<file path="config.mk">
export PLATFORM = sky130hd
export DESIGN_NAME = led_pattern_piso_flat
export DESIGN_NICKNAME = d
export VERILOG_FILES = /design/src/rtl/led_fx_pkg.sv /design/src/rtl/led_pattern_piso_if.sv /design/src/rtl/piso_bit_counter.sv /design/src/rtl/led_pattern_piso.sv /design/src/flat_wrapper.sv
export SDC_FILE = /design/constraint.sdc
export NUM_CORES = 1
export LEC_CHECK = 0
export BUFFER_PORTS_ARGS = -buffer_cell sky130_fd_sc_hd__buf_2
export CAP_MARGIN = 20
export CORE_MARGIN = 2
export CORE_UTILIZATION = 45
export DETAILED_ROUTE_END_ITERATION = 16
export HOLD_SLACK_MARGIN = 0.05
export PLACE_DENSITY = 0.67
export SLEW_MARGIN = 10
export SYNTH_ARGS = -nofsm -noshare
export SYNTH_HDL_FRONTEND = slang
export SYNTH_HIERARCHICAL = 1
export SYNTH_SLANG_ARGS = --single-unit
</file>
<file path="constraint.sdc">
create_clock -name clk -period 1.8 [get_ports clk]
set_input_delay 0.45 -clock clk [delete_from_list [all_inputs] [get_ports clk]]
set_output_delay 0.45 -clock clk [all_outputs]
set_load 0.1 [all_outputs]
</file>
<file path="src/rtl/led_fx_pkg.sv">
// Shared types and constants for the LED serial pattern link (PISO transmit end).
package led_fx_pkg;

  typedef enum logic {
    IDLE  = 1'b0,
    SHIFT = 1'b1
  } piso_state_e;

  localparam logic DIR_RIGHT = 1'b1;  // LSB first
  localparam logic DIR_LEFT  = 1'b0;  // MSB first

  localparam logic [63:0] PISO_RESET_PATTERN = 64'h0;

endpackage

</file>
<file path="src/rtl/led_pattern_piso_if.sv">
// Load handshake and serial output bundle of the LED pattern PISO.
interface led_pattern_piso_if #(
  parameter int WIDTH = 8
);
  import led_fx_pkg::*;

  // Handshake: p_in/lr are captured on a clock edge where load=1 and ready=1;
  // load while ready=0 is dropped, nothing is queued.
  logic             load;
  logic [WIDTH-1:0] p_in;
  logic             lr;
  logic             ready;
  logic             s_out;
  logic             s_valid;
  logic             busy;
  logic             done;
  piso_state_e      state;

  modport master (
    output load, p_in, lr,
    input  ready, s_out, s_valid, busy, done, state
  );

  modport slave (
    input  load, p_in, lr,
    output ready, s_out, s_valid, busy, done, state
  );

endinterface

</file>
<file path="src/rtl/piso_bit_counter.sv">
// Frame bit counter: clears on load, counts shifted bits, flags the last one.
module piso_bit_counter #(
  parameter int FRAME = 8,
  parameter int CW    = $clog2(FRAME + 1)
) (
  input  logic          clk,
  input  logic          reset,
  input  logic          clr_i,
  input  logic          inc_i,
  output logic [CW-1:0] cnt_o,
  output logic          last_o
);

  logic [CW-1:0] cnt_q, cnt_d;

  always_comb begin
    cnt_d = cnt_q;
    if (clr_i) begin
      cnt_d = '0;
    end else if (inc_i) begin
      cnt_d = cnt_q + CW'(1);
    end
  end

  always_ff @(posedge clk or posedge reset) begin
    if (reset) begin
      cnt_q <= '0;
    end else begin
      cnt_q <= cnt_d;
    end
  end

  assign cnt_o  = cnt_q;
  assign last_o = (cnt_q == CW'(FRAME - 1));

endmodule

</file>
<file path="src/rtl/led_pattern_piso.sv">
// Parallel-in/serial-out transmitter for LED patterns, bit order chosen by lr.
// Optional trailing even-parity bit when PISO_PARITY_EN is defined.
module led_pattern_piso
  import led_fx_pkg::*;
#(
  parameter int WIDTH = 8
) (
  input logic               clk,
  input logic               reset,
  led_pattern_piso_if.slave bus
);

`ifdef PISO_PARITY_EN
  localparam int FRAME = WIDTH + 1;
`else
  localparam int FRAME = WIDTH;
`endif
  localparam int CW = $clog2(FRAME + 1);

  piso_state_e      state_q, state_d;
  logic [WIDTH-1:0] shreg_q, shreg_d;
  logic             dir_q, dir_d;
  logic             s_out_q, s_out_d;
  logic             s_valid_q, s_valid_d;
  logic             done_q, done_d;
  logic [CW-1:0]    cnt;
  logic             last;
  logic             accept;
`ifdef PISO_PARITY_EN
  logic             par_q, par_d;
`endif

  function automatic logic [WIDTH-1:0] shift_once(logic [WIDTH-1:0] v, logic d);
    return (d == DIR_LEFT) ? (v << 1) : (v >> 1);
  endfunction

  function automatic logic head_bit(logic [WIDTH-1:0] v, logic d);
    return (d == DIR_RIGHT) ? v[0] : v[WIDTH-1];
  endfunction

  assign accept = (state_q == IDLE) && bus.load;

  piso_bit_counter #(.FRAME(FRAME), .CW(CW)) u_cnt (
    .clk    (clk),
    .reset  (reset),
    .clr_i  (accept),
    .inc_i  ((state_q == SHIFT) && !last),
    .cnt_o  (cnt),
    .last_o (last)
  );

  always_ff @(posedge clk or posedge reset) begin
    if (reset) begin
      state_q <= IDLE;
    end else begin
      state_q <= state_d;
    end
  end

  always_comb begin
    state_d = state_q;
    case (state_q)
      IDLE:    if (bus.load) state_d = SHIFT;
      SHIFT:   if (last)     state_d = IDLE;
      default: state_d = IDLE;
    endcase
  end

  always_comb begin
    bus.ready = (state_q == IDLE);
    bus.busy  = (state_q != IDLE);
    bus.state = state_q;
  end

  // The bit for the next cycle is registered on the edge that reveals it, so
  // the first bit is already on s_out in the cycle right after the load.
  always_comb begin
    shreg_d   = shreg_q;
    dir_d     = dir_q;
    s_out_d   = 1'b0;
    s_valid_d = 1'b0;
    done_d    = 1'b0;
`ifdef PISO_PARITY_EN
    par_d     = par_q;
`endif
    if (accept) begin
      shreg_d   = shift_once(bus.p_in, bus.lr);
      dir_d     = bus.lr;
      s_out_d   = head_bit(bus.p_in, bus.lr);
      s_valid_d = 1'b1;
`ifdef PISO_PARITY_EN
      par_d     = ^bus.p_in;
`endif
    end else if (state_q == SHIFT) begin
      if (last) begin
        done_d = 1'b1;
      end else begin
        s_valid_d = 1'b1;
        s_out_d   = head_bit(shreg_q, dir_q);
        shreg_d   = shift_once(shreg_q, dir_q);
`ifdef PISO_PARITY_EN
        if (cnt == CW'(WIDTH - 1)) s_out_d = par_q;
`endif
      end
    end
  end

  always_ff @(posedge clk or posedge reset) begin
    if (reset) begin
      shreg_q   <= WIDTH'(PISO_RESET_PATTERN);
      dir_q     <= DIR_RIGHT;
      s_out_q   <= 1'b0;
      s_valid_q <= 1'b0;
      done_q    <= 1'b0;
`ifdef PISO_PARITY_EN
      par_q     <= 1'b0;
`endif
    end else begin
      shreg_q   <= shreg_d;
      dir_q     <= dir_d;
      s_out_q   <= s_out_d;
      s_valid_q <= s_valid_d;
      done_q    <= done_d;
`ifdef PISO_PARITY_EN
      par_q     <= par_d;
`endif
    end
  end

  assign bus.s_out   = s_out_q;
  assign bus.s_valid = s_valid_q;
  assign bus.done    = done_q;

endmodule

</file>
<file path="src/flat_wrapper.sv">
// flat-port wrapper written by rule: the top's interface ports become plain ports
module led_pattern_piso_flat import led_fx_pkg::*;
#(
  parameter int WIDTH = 8
)
  (clk, reset, bus_load, bus_p_in, bus_lr, bus_ready, bus_s_out, bus_s_valid, bus_busy, bus_done, bus_state);
  led_pattern_piso_if #(.WIDTH(WIDTH)) bus_i ();
  input logic clk;
  input logic reset;
  input wire logic [$bits(bus_i.load)-1:0] bus_load;
  input wire logic [$bits(bus_i.p_in)-1:0] bus_p_in;
  input wire logic [$bits(bus_i.lr)-1:0] bus_lr;
  output wire logic [$bits(bus_i.ready)-1:0] bus_ready;
  output wire logic [$bits(bus_i.s_out)-1:0] bus_s_out;
  output wire logic [$bits(bus_i.s_valid)-1:0] bus_s_valid;
  output wire logic [$bits(bus_i.busy)-1:0] bus_busy;
  output wire logic [$bits(bus_i.done)-1:0] bus_done;
  output wire logic [$bits(bus_i.state)-1:0] bus_state;
  assign bus_i.load = bus_load;
  assign bus_i.p_in = bus_p_in;
  assign bus_i.lr = bus_lr;
  assign bus_ready = bus_i.ready;
  assign bus_s_out = bus_i.s_out;
  assign bus_s_valid = bus_i.s_valid;
  assign bus_busy = bus_i.busy;
  assign bus_done = bus_i.done;
  assign bus_state = bus_i.state;
  led_pattern_piso #(.WIDTH(WIDTH)) u_core (.clk(clk), .reset(reset), .bus(bus_i));
endmodule
</file>
==> results.md <==
* Status: complete, no violations
* Hold/Removal Path Class: primary input to register
* Share of the core filled with cells at 0.5500
* Final setup vio count at 0
* Placement Setup Slack at around 140 ps
* Congestion Overflow GR at 0
* Number of vias after detailed routing at 660
* Antenna violations before repair at 0
* Type of element capturing the critical path: output port
* Relative area change from synthesis to final layout at 11.96%
* Power per Cell Area at slightly below 2000 mW/mm²
* Switching power at 1018 µW
* Ports at 18
* FF+latch count, synth at 16
* DRC violation total after the first TritonRoute iteration at 16
* Final-stage net count at around 110
* Post-Syn Instances at 82
* Critical path launch point type: register
* DRC violation count after routing at 0
* Num CTS Buffers at 3
* Vias per Instance at 5.238
* Number of enable-type register cells in the synthesized netlist at 0
* Clock tree buffer depth at 2
* Post-synthesis async set-or-reset flop share at 1.000
* First-pass iteration count of the detailed router at 4
* Portion of total power attributed to sequential cells at 0.340
* Leak at around 0.0005 µW
* Worst EP arrival at 1230 ps
* Most area-consuming cells after synthesis: dfrtp_1 38%, mux2i_1 14%, a221oi_2 9.2%, buf_4 3.8%, nor3_2 3.1%
* Chip Width at slightly above 50 µm
* Switching Share at 0.4798
* GRT Util Overall at 0.1547
* Unrepaired setup endpoints after global routing: no
* Total number of H-tree levels at 1
* Critical path start-end classification: register to output port
* Initial Util at 0.4912
* Area of the placeable core at 0.002002 mm²
* Warnings, synthesis at 6
* Proportion of layout cells with a drive suffix above 1 at 0.4444
* Cell taking the most area after synthesis: dfrtp_1
* Maximum clock rate at 0.5936 GHz
* Min Tclk post-route at 1685 ps
* Part of the total power dissipated in combinational logic at 0.569
* Number of hold-slack violations in the final timing report at 0
* Avg Synthesized Cell Area at 11.99 µm²
* Most used cells in the layout excluding fill and tap cells: 17 x buf_2, 14 x mux2i_1, 14 x dfrtp_1
* Clock sinks at 16
* Max-capacitance violation count at 0
* Post-DR wirelength/cell at 13.79 µm
* Root Buffer: clkbuf_4
* Standard-cell row count at 16
* Clock skew after layout at 8.981 ps
* Port Buffer Count at 17
* Count of inserted antenna diode cells at 0
* Number of fillers in the final layout at 173
* Maximum number of pins on one net before global-route repair at 25
* Setup ws final at between 100 and 150 ps
* First-pass GRT wire length at ~3.0 mm
* Post-CTS setup buffer count at 0
* Area of the die at 0.002576 mm²
* Share of the clock period used by the worst path at 0.9359
* Headroom to the max-slew limit at 0.6777
* Multi-input logic area at 495.5 µm²
* Die span in y at between 50 and 60 µm
* Number of nets with antenna violations after routing at 0
* Area share of the largest cell type after synthesis at 0.3817
* Syn Std Cell Area at 983.4 µm²
* Last weighted congestion value of the routability-driven placer at between 0.8 and 0.9
* Cell Count Post-Placement at between 100 and 150
* Final total negative setup slack at 0 ps
* Most used DFF post-synth: dfrtp_1
* Post-detailed-routing wire length at 1.737 mm
* Final number of max-transition violations at 0
* Clock tree from TritonCTS: yes
* Transition time at the pin with the least slew margin at 486.9 ps
* Register area at approximately 400 µm²
* Number of distinct library cells after synthesis at 30
* Required time at the worst-slack endpoint at about 1400 ps
* Number of global-route vias before repair at 627
* Net count after synthesis at 95
* Part of the Yosys area used for sequential elements at 0.4084
* Maximum fanout encountered on the critical timing path at 9
* Detailed Place HPWL at 1.311 mm
* Internal at 1103 µW
* Part of the total power dissipated in the clock network at 0.092
* Most frequent standard cell in the layout excluding fill and tap cells: buf_2
* Clock-pin slew reported for the worst setup and hold paths after clock tree synthesis at 80 ps
* Max IR drop VDD at 0.001164 V
* Worst-Skew Late Latency at 290 ps
* Non-filler instance count after layout at 126
[layer usage]
layer,GRT usage,up-vias,share of wire
li1,-,330,-
met1,0.2079,308,0.46
met2,0.2259,18,0.46
met3,0.06548,4,0.072
met4,0.04505,0,0.010
met5,0,-,0
[worst max-delay path: stages, from the launching register on]
cell and delay [ps]:
dfrtp_2 480, inv_1 70, buf_2 410
[kinds of logic (layout without fill, tap and decap cells)]
group                    after synthesis  count (layout)  share of synthesized area
AND/OR/NAND/NOR                       23              23                     0.1628
XOR/XNOR                               1               1                   0.008907
flip-flops                            16              16                     0.4084
AO/OA/AOI/OAI                         13              13                     0.1323
buffers and inverters                 11              28                    0.09034
adder cells (fa/ha/maj)                1               1                    0.01272
multiplexers                          17              17                     0.1845
[synth_stat cells, types with 2 or more instances]
library cell,count
o21ai_0,3
nand2_1,2
nor2_1,4
mux2i_1,14
dfrtp_1,15
nor3_1,3
buf_4,5
nor3_2,3
inv_1,3
nand3b_1,2
mux2_4,2
a221oi_2,6
a21oi_1,3
[final timing paths]
| check | startpoint | endpoint | slack (ps) | cells past startpoint |
|---|---|---|---|---|
| setup / recovery | u_core/bus.s_valid | bus_ready | 120 | 2 |
| hold / removal | bus_p_in[6] | u_core/shreg_q[7] | 420 | 3 |
| setup reg to reg | u_core/u_cnt/cnt_o[0] | u_core/u_cnt/cnt_o[3] | 190 | 7 |
| hold reg to reg | u_core/u_cnt/cnt_o[1] | u_core/u_cnt/cnt_o[1] | 560 | 2 |
| max in group asynchronous | reset | u_core/dir_q | 730 | 3 |
| min in group asynchronous | reset | u_core/u_cnt/cnt_o[1] | 590 | 3 |
[flip-flops by register name, summed over array words and instances (netlist names)]
name                count
u_core/bus.done         1
u_core/bus.s_out        1
u_core/bus.s_valid      1
u_core/dir_q            1
u_core/shreg_q          8
u_core/u_cnt/cnt_o      4
[power by group through the flow]
stage | Clock (µW) | Sequential, µW | Combinational [µW]
after global placement | 0 | 725 | 1190
after CTS | 202 | 717 | 1210
after detailed placement | 0 | 722 | 1210
final | 195 | 720 | 1210
after floorplan | 0 | 794 | 991
after global routing | 220 | 754 | 1300
[metrics by stage]
step	power (µW)	instance area, µm²	hold WS [ps]
floorplan	1785	984.7	216.1
finish	2121	1101	417.4
detailed placement	1934	1062	353.3
CTS	2134	1099	417.1
global placement	1917	1062	348.3
global route	2270	1101	456.7
[repair_timing]
action / in CTS / in global routing
endpoints found under the setup margin: 0 / 1
resized for setup: 0 / 1
hold endpoints to repair: 4 / 0
hold buffers: 1 / 0
[layout make-up]
cell class              instances  area share
clock buffers                   4     0.02386
repair buffers                 20      0.1114
inverters                       4     0.01818
flip-flops and latches         16      0.3659
well taps                      27     0.03068
multi-input cells              55      0.4500
Power figures use the tool's default switching activity.
